$ cat src/rtl/seq_det_pkg.sv
// Shared definitions for the 1010 serial pattern detector: state encodings and pattern constants.
package seq_det_pkg;

    localparam logic [1:0] IDLE = 2'd0;
    localparam logic [1:0] S1   = 2'd1;
    localparam logic [1:0] S10  = 2'd2;
    localparam logic [1:0] S101 = 2'd3;

    localparam logic [3:0]  PATTERN = 4'b1010;
    localparam int unsigned PAT_LEN = 4;

    typedef enum logic [1:0] {
        StIdle = IDLE,
        StS1   = S1,
        StS10  = S10,
        StS101 = S101
    } state_e;

endpackage

$ cat src/rtl/sat_counter.sv
// Saturating up-counter with synchronous active-low reset; clear takes priority over increment.
module sat_counter #(
    parameter int unsigned W = 8
) (
    input  logic         clk,
    input  logic         reset_n,
    input  logic         clr,
    input  logic         inc,
    output logic [W-1:0] count
);

    logic [W-1:0] count_q;
    logic [W-1:0] count_d;

    always_comb begin
        count_d = count_q;
        if (clr) begin
            count_d = '0;
        end else if (inc && (count_q != {W{1'b1}})) begin
            count_d = count_q + {{(W-1){1'b0}}, 1'b1};
        end
    end

    always_ff @(posedge clk) begin
        if (!reset_n) begin
            count_q <= '0;
        end else begin
            count_q <= count_d;
        end
    end

    assign count = count_q;

endmodule

$ cat src/rtl/seq_1010_enable_gen.sv
// Detects 1010 on a qualified serial stream and emits a registered one-cycle enable pulse per match.
module seq_1010_enable_gen
    import seq_det_pkg::*;
#(
    parameter int unsigned CNT_W = 8
) (
    input  logic             clk,
    input  logic             reset_n,
    input  logic             serial_in,
    input  logic             serial_valid,
    input  logic             overlap_en,
    input  logic             clear_count,
    output logic             enable_out,
    output logic [CNT_W-1:0] match_count,
    output logic [1:0]       state_dbg
);

    state_e state_q;
    state_e state_d;
    logic   enable_q;
    logic   detect;

    always_comb begin
        state_d = state_q;
        detect  = 1'b0;
        if (serial_valid) begin
            unique case (state_q)
                StIdle: state_d = serial_in ? StS1 : StIdle;
                StS1:   state_d = serial_in ? StS1 : StS10;
                StS10:  state_d = serial_in ? StS101 : StIdle;
                StS101: begin
                    if (serial_in) begin
                        state_d = StS1;
                    end else begin
                        detect  = 1'b1;
                        // Overlap keeps the trailing "10" of the match as fresh progress.
                        state_d = overlap_en ? StS10 : StIdle;
                    end
                end
            endcase
        end
    end

    always_ff @(posedge clk) begin
        if (!reset_n) begin
            state_q  <= StIdle;
            enable_q <= 1'b0;
        end else begin
            state_q  <= state_d;
            enable_q <= detect;
        end
    end

    sat_counter #(
        .W(CNT_W)
    ) u_match_counter (
        .clk    (clk),
        .reset_n(reset_n),
        .clr    (clear_count),
        .inc    (detect),
        .count  (match_count)
    );

    assign enable_out = enable_q;
    assign state_dbg  = state_q;

endmodule

$ cat config.mk
export PLATFORM = sky130hd
export DESIGN_NAME = seq_1010_enable_gen
export DESIGN_NICKNAME = d
export VERILOG_FILES = /design/src/rtl/seq_det_pkg.sv /design/src/rtl/sat_counter.sv /design/src/rtl/seq_1010_enable_gen.sv
export SDC_FILE = /design/constraint.sdc
export NUM_CORES = 1
export LEC_CHECK = 0
export ABC_CLOCK_PERIOD_IN_PS = 1920
export CAP_MARGIN = 20
export CORE_AREA = 2 2 39 41
export DETAILED_ROUTE_END_ITERATION = 12
export DIE_AREA = 0 0 41 43
export GPL_TIMING_DRIVEN = 0
export MAX_ROUTING_LAYER = met4
export PLACE_DENSITY = 0.66
export SYNTH_ARGS = -nofsm -noshare
export SYNTH_HDL_FRONTEND = slang
export SYNTH_SLANG_ARGS = --single-unit
$ cat constraint.sdc
create_clock -name clk -period 1.92 [get_ports clk]
set_input_delay 0.384 -clock clk [delete_from_list [all_inputs] [get_ports clk]]
set_output_delay 0.384 -clock clk [all_outputs]
set_load 0.03 [all_outputs]
After elaboration in Yosys (flattened, before gate mapping) --
Index checks and enable logic that the tools add are counted.
Word-level totals: flip-flop bits (word level) 11, input bits 6, word-level logic and storage cells 21
Cells by class: add/sub/neg operators 1, equal/unequal tests 4, multiplexer cells 9, bitwise operators 1, reduce and logical (&&, ||, !) cells 3
Operator list (number):
- $add A8 B1 Y8 const B | 1
- $mux W2 | 4
- $ne A8 B8 Y1 const B | 1
- $pmux W2 S4 | 1
- $eq A2 B2 Y1 const B | 2
- $mux W1 | 4
- $eq A2 B1 Y1 const B | 1
- $logic_not A2 Y1 | 1
- $reduce_or A2 Y1 | 1
- $logic_and A1 B1 Y1 | 1
- $not A1 Y1 | 1

Longest topological paths before layout --
Gate-level depths: netlist of run 1.
depth in word-level cells 4, depth in mapped cells 5, gate-level depth less buffers 5

Modules after synthesis --
Synthesis of run 1 repeated with hierarchy kept, for this count alone.
Unflattened totals: cell total of the unflattened synthesis 59, area, all modules 553.0 µm²
Modules (own cells, without submodules):
- sat_counter | times used 1, cells an instance 46, area an instance 421.7 µm², sequential area each 160.2 µm²
- seq_1010_enable_gen | times used 1, cells an instance 13, area an instance 131.4 µm², sequential area each 60.1 µm²

Worst setup path before layout of run 1 --
No wires, ideal clock.
path type register to register, from reg u_match_counter.count_q[0], in the netlist u_match_counter.count[0], to reg u_match_counter.count_q[1], in the netlist u_match_counter.count[1], setup time 124 ps, data arrival time 1504 ps, required time 1796 ps, path slack 291 ps, cell stages (with the launch flop) 6, path buffers 0, path through dfxtp_1 ha_1 nand3_1 o21ai_0 mux2i_1 nor2_1
Between the ends: word-level cells in the longest chain between the ends 2, elaborated cells on any way between the ends 3, classes of those cells 1 x add/sub; 1 x eq/ne; 1 x reduce/logical
Ends and longest elaborated chain:
- start, declared | RTL line sat_counter.sv:12 | logic [W-1:0] count_q;
- start signal, assigned | RTL line sat_counter.sv:28 | count_q <= count_d;
- branches (longest 2 deep; another with $add A8 B1 Y8)
Parallel ways; which one is timed is not known. A chain may end at the register's enable or synchronous reset.

Worst setup path after layout of run 1 --
from reg u_match_counter.count_q[3], in the netlist u_match_counter.count[3], to out match_count[3]
RTL lines:
- end, declared | RTL line seq_1010_enable_gen.sv:14 | output logic [CNT_W-1:0] match_count,
No word-level cell between the ends.

==> results of run 1 <==
-- report_power, final --
part	internal, mW	total [mW]	switching (mW)
Clock	0.0807	0.162	0.0817
Combinational	0.0162	0.0287	0.0126
Sequential	0.230	0.232	0.00179
Total	0.327	0.423	0.0961
-- cell families (layout without fill, tap and decap cells) --
group	Yosys count	in the layout
and+or+nand+nor	25	25
DFF	11	11
AOI/OAI and AO/OA	9	9
xor gates and xnor gates	5	5
muxes	2	2
buffers and inverters	2	22
adders and majority gates	1	1
-- cells in the mapped netlist (2+ instances only) --
library cell,n,area (um^2)
mux2i_1,2,20.0
nor2b_1,3,18.8
and3_1,2,12.5
o21ai_0,4,20.0
a21oi_1,3,15.0
nand2_1,2,7.51
xor2_1,5,43.8
nand4_1,2,12.5
or3_1,2,12.5
nor2_1,6,22.5
dfxtp_1,11,220
nand3_1,3,15.0
-- registers in the layout, summed over array words and instances, names as in the netlist --
name / cells
enable_out: 1
state_dbg: 2
u_match_counter.count: 8
-- cell type report --
cell class | instances | area [um^2] | share of cell area [%]
Sequential cell | 11 | 220 | 30.8
Inverter | 1 | 3.75 | 0.525
Clock buffer | 4 | 26.3 | 3.68
Multi-Input combinational cell | 42 | 280 | 39.2
Tap cell | 16 | 20.0 | 2.80
Timing Repair Buffer | 16 | 160 | 22.4
Buffer | 1 | 3.75 | 0.525
-- through the flow --
| stage | setup WS [ns] | std cells | hold WS [ns] | cell area [um^2] |
|---|---|---|---|---|
| finish | 0.119 | 91 | 0.507 | 714 |
| global route | 0.0632 | 91 | 0.564 | 714 |
| floorplan | 0.291 | 55 | 0.512 | 508 |
| CTS | 0.111 | 91 | 0.506 | 714 |
| detailed placement | -0.0275 | 87 | 0.496 | 688 |
| global placement | 0.000888 | 87 | 0.493 | 688 |
-- worst max-delay path by stage --
stage | from | to | slack, ns | cells after the start
6_report | u_match_counter.count[3]$_SDFFE_PP0P_ | match_count[3] | 0.12 | 1
5_1_grt | u_match_counter.count[3]$_SDFFE_PP0P_ | match_count[3] | 0.06 | 1
4_1_cts | u_match_counter.count[3]$_SDFFE_PP0P_ | match_count[3] | 0.11 | 1
3_5_place_dp | serial_in | u_match_counter.count[5]$_SDFFE_PP0P_ | -0.03 | 5
3_3_place_gp | serial_in | u_match_counter.count[5]$_SDFFE_PP0P_ | 0.0009 | 5
2_1_floorplan | u_match_counter.count[0]$_SDFFE_PP0P_ | u_match_counter.count[1]$_SDFFE_PP0P_ | 0.29 | 5
-- layer usage --
layer	GRT usage [%]	part of all wire [%]
met3	5.24	8.9
met1	15.8	42
met4	12.0	4.0
met5	-	0
met2	21.3	45
==> flow_summary.json, run 1 <==
{
  "ys_ff_latch": 11,
  "setup_viol": 0,
  "final_common_cell": "clkdlybuf4s50_1",
  "period_needed_ns": 1.80,
  "r2r-start": "u_match_counter.count[0]$_SDFFE_PP0P_",
  "critPathMaxFanout": 6,
  "diodes": 0,
  "worst_setup_path_start_kind": "flip-flop",
  "yosysWarningCount": 0,
  "r2r_cells": 5,
  "ys_types": 22,
  "synth_top_family_by_area": "simple AND/OR/NAND/NOR gates",
  "worstHoldPathType": "flip-flop to flip-flop",
  "grt_pass1_vias": 397,
  "start_util_pct": 36.7,
  "arrival_ns": 1.42,
  "critPathKind": "flip-flop to output pin",
  "vdd_ir_drop_max_v": 0.000230,
  "cts_resized": 0,
  "place_hpwl_um": 733,
  "cts.sinks": 11,
  "die_w_um": 41,
  "die_h_um": 43,
  "drive_gt1_share_pct": 8.00,
  "final_util_pct": 51.6,
  "cp-end-kind": "output pin",
  "avgViaCountPerCell": 5.13,
  "antenna_found_initial": 0,
  "cts_root_buf": "clkbuf_4",
  "power.leakage_nw": 0.256,
  "design.core.area_um2": 1380,
  "required_ns": 1.54,
  "synth_fa_ha_area_share_pct": 2.46,
  "p_per_area_nw_per_um2": 592,
  "tritoncts": "built",
  "avgSynthCellArea_um2": 9.24,
  "vias": 467,
  "gp_congestion": 0.733,
  "crit_slowest_cell": "clkdlybuf4s50_1",
  "critical_path.top_delay_family": "buffers and inverters",
  "syn_inst": 55,
  "yosys.area_share.simple_pct": 27.6,
  "die_area_um2": 1760,
  "synthFlopType": "dfxtp_1",
  "fin_crit_sh_pct": 93.8,
  "syn_area_um2": 508,
  "path_buf_inv": 1,
  "hp-start": "u_match_counter.count[7]$_SDFFE_PP0P_",
  "numCtsBuffers": 3,
  "cp_cell_sequence": "clkdlybuf4s50_1",
  "cts_setup_buffers": 0,
  "fmax_ghz": 0.555,
  "synth-edff-count": 0,
  "rr_endpoint": "u_match_counter.count[1]$_SDFFE_PP0P_",
  "grt_usage_pct": 14.9,
  "max-slew-margin-rel_pct": 76.1,
  "path_clk_slew_ns": 0.07,
  "status": "completed",
  "synthArstFlopShare_pct": 0,
  "drt_iter0_drc": 2,
  "ctsHoldBuffers": 0,
  "min_delay_path_depth": 2,
  "num-nets-final": 83,
  "dr.pass1.iters": 4,
  "clk_path_buf_depth": 2,
  "wl_per_cell_um": 11.6,
  "clock_skew_ns": 0.00329,
  "area_growth_pct": 40.6,
  "synth.mux.area_fraction_pct": 3.94,
  "postRouteAntennaNets": 0,
  "synth_nets": 62,
  "reg2reg_slack_ns": 0.42,
  "htree_levels": 1,
  "synthXorXnorAreaFrac_pct": 8.62,
  "finalSetupTns_ns": 0,
  "total_power_mw": 0.423,
  "drcViolationCount": 0,
  "n_fill_cell": 145,
  "min_delay_worst_endpoint": "u_match_counter.count[7]$_SDFFE_PP0P_",
  "clock_latency_ns": 0.28,
  "grt_pass1_wl_um": 1650,
  "ys_seq_area_share_pct": 43.3,
  "io_pins": 17,
  "row_count": 14,
  "drv_slew": 0,
  "worst_pin_slew_ns": 0.354,
  "overflow": 0,
  "mostFrequentLayoutCells": "clkdlybuf4s50_1, dfxtp_1, nor2_1",
  "hold_viol": 0,
  "synth_compound_area_share_pct": 12.6,
  "grt_start_max_net_pins": 9,
  "wl_um": 1050,
  "rsz0062_at_grt": "no",
  "numPortBuffers": 16,
  "cap_violations": 0,
  "slowest_delay_ns": 0.71
}
Power figures use the tool's default switching activity.
==> run 2, diff against run 1 <==
DONT_BUFFER_PORTS = 1   (was not set)
PLACE_DENSITY = 0.49   (was 0.66)
SLEW_MARGIN = 10   (was not set)
==> flow_summary.json, run 2 (synthesis results as in run 1) <==
{
  "cap_violations": 0,
  "grt_pass1_vias": 356,
  "cts_resized": 0,
  "dr.pass1.iters": 4,
  "ctsHoldBuffers": 0,
  "cp-end-kind": "flip-flop",
  "worstHoldPathType": "primary input to flip-flop",
  "dp_cells": 71,
  "design.core.area_um2": 1380,
  "htree_levels": 1,
  "area_growth_pct": 9.11,
  "fin_crit_sh_pct": 92.3,
  "cts.sinks": 11,
  "internal_power_mw": 0.315,
  "worst_slack_ns": 0.148,
  "clock_latency_ns": 0.27,
  "arrival_ns": 1.92,
  "num-nets-final": 67,
  "worst_pin_slew_ns": 0.484,
  "path_clk_slew_ns": 0.07,
  "total_power_mw": 0.403,
  "rsz0062_at_grt": "no",
  "drcViolationCount": 0,
  "gp_congestion": 0.698,
  "p_per_area_nw_per_um2": 727,
  "overflow": 0,
  "antenna_found_initial": 0,
  "critPathMaxFanout": 4,
  "min_delay_worst_endpoint": "state_dbg[0]$_SDFFE_PN0P_",
  "grt_pass1_wl_um": 1410,
  "grt_start_max_net_pins": 9,
  "rr_endpoint": "u_match_counter.count[1]$_SDFFE_PP0P_",
  "dp_slack_ns": 0.156,
  "final_common_cell": "dfxtp_1",
  "crit_start": "u_match_counter.count[0]$_SDFFE_PP0P_",
  "postRouteAntennaNets": 0,
  "drt_iter0_drc": 5,
  "required_ns": 2.07,
  "numCtsBuffers": 3,
  "critPathKind": "flip-flop to flip-flop",
  "clock_skew_ns": 0.000469,
  "mostFrequentLayoutCells": "dfxtp_1, nor2_1, xor2_1",
  "max-slew-margin-rel_pct": 67.7,
  "power.leakage_nw": 0.199,
  "diodes": 0,
  "worst_setup_path_start_kind": "flip-flop",
  "timing.hold.ws_ns": 0.245,
  "wl_per_cell_um": 12.6,
  "sw_frac_of_total_pct": 21.8,
  "vdd_ir_drop_max_v": 0.000211,
  "row_count": 14,
  "wl_um": 947,
  "fin_cells": 75,
  "start_util_pct": 36.7,
  "fmax_ghz": 0.564,
  "clk_path_buf_depth": 2,
  "seqPwrFrac_pct": 58.4,
  "vias": 389,
  "avgViaCountPerCell": 5.19,
  "hold_viol": 0,
  "setup_viol": 0,
  "p_clk_share_pct": 39.3,
  "drive_gt1_share_pct": 10.2,
  "finalSetupTns_ns": 0,
  "largest_reg_flops": 8,
  "place_hpwl_um": 690,
  "grt_usage_pct": 12.8,
  "p_sw_mw": 0.0880,
  "reg2reg_slack_ns": 0.15,
  "die_h_um": 43,
  "die_w_um": 41,
  "hp-start": "reset_n",
  "status": "completed",
  "drv_slew": 0,
  "r2r-start": "u_match_counter.count[0]$_SDFFE_PP0P_",
  "min_delay_path_depth": 1,
  "cts_root_buf": "clkbuf_4",
  "die_area_um2": 1760,
  "power.share.combinational_pct": 2.3,
  "tritoncts": "built",
  "r2r_cells": 5,
  "period_needed_ns": 1.77,
  "cts_setup_buffers": 0,
  "io_pins": 17,
  "numPortBuffers": 0
}
## run 2: layout make-up
type,count,area (um^2)
Tap cell,16,20.0
Sequential cell,11,220
Fill cell,155,830
Multi-Input combinational cell,42,280
Inverter,1,3.75
Buffer,1,3.75
Clock buffer,4,26.3
## run 2: through the flow
step | cell area [um^2] | util [%]
detailed placement | 528 | 38.2
CTS | 554 | 40.1
global placement | 528 | 38.2
floorplan | 508 | -
finish | 554 | 40.1
global route | 554 | 40.1
## run 2: power groups by stage
stage          clock, mW  combinational (mW)  sequential (mW)
4_1_cts            0.165             0.00971            0.235
2_1_floorplan          0             0.00802            0.240
3_3_place_gp           0             0.00963            0.241
3_5_place_dp           0             0.00970            0.241
6_report           0.158             0.00926            0.235
5_1_grt            0.178              0.0108            0.236
## run 2: how the worst max path moves through the flow
stage	cells past startpoint	endpoint	slack [ns]
3_3_place_gp	5	u_match_counter.count[1]$_SDFFE_PP0P_	0.16
5_1_grt	5	u_match_counter.count[1]$_SDFFE_PP0P_	0.02
3_5_place_dp	5	u_match_counter.count[1]$_SDFFE_PP0P_	0.16
4_1_cts	5	u_match_counter.count[1]$_SDFFE_PP0P_	0.13
2_1_floorplan	5	u_match_counter.count[1]$_SDFFE_PP0P_	0.29
6_report	5	u_match_counter.count[1]$_SDFFE_PP0P_	0.15
## run 2: layer usage
layer | up-vias | routed length [um] | GRT usage [%]
met5 | - | 0 | -
met2 | 13 | 428 | 15.6
li1 | 198 | - | -
met3 | 4 | 66 | 3.14
met1 | 174 | 428 | 16.4
met4 | 0 | 23 | 12.0
## run 2: worst max-delay path, stage by stage, from the launching register on
cell and delay [ns]:
dfxtp_1 0.56, ha_1 0.26, nand3_1 0.16, o21ai_0 0.39
mux2i_1 0.23, nor2_1 0.05
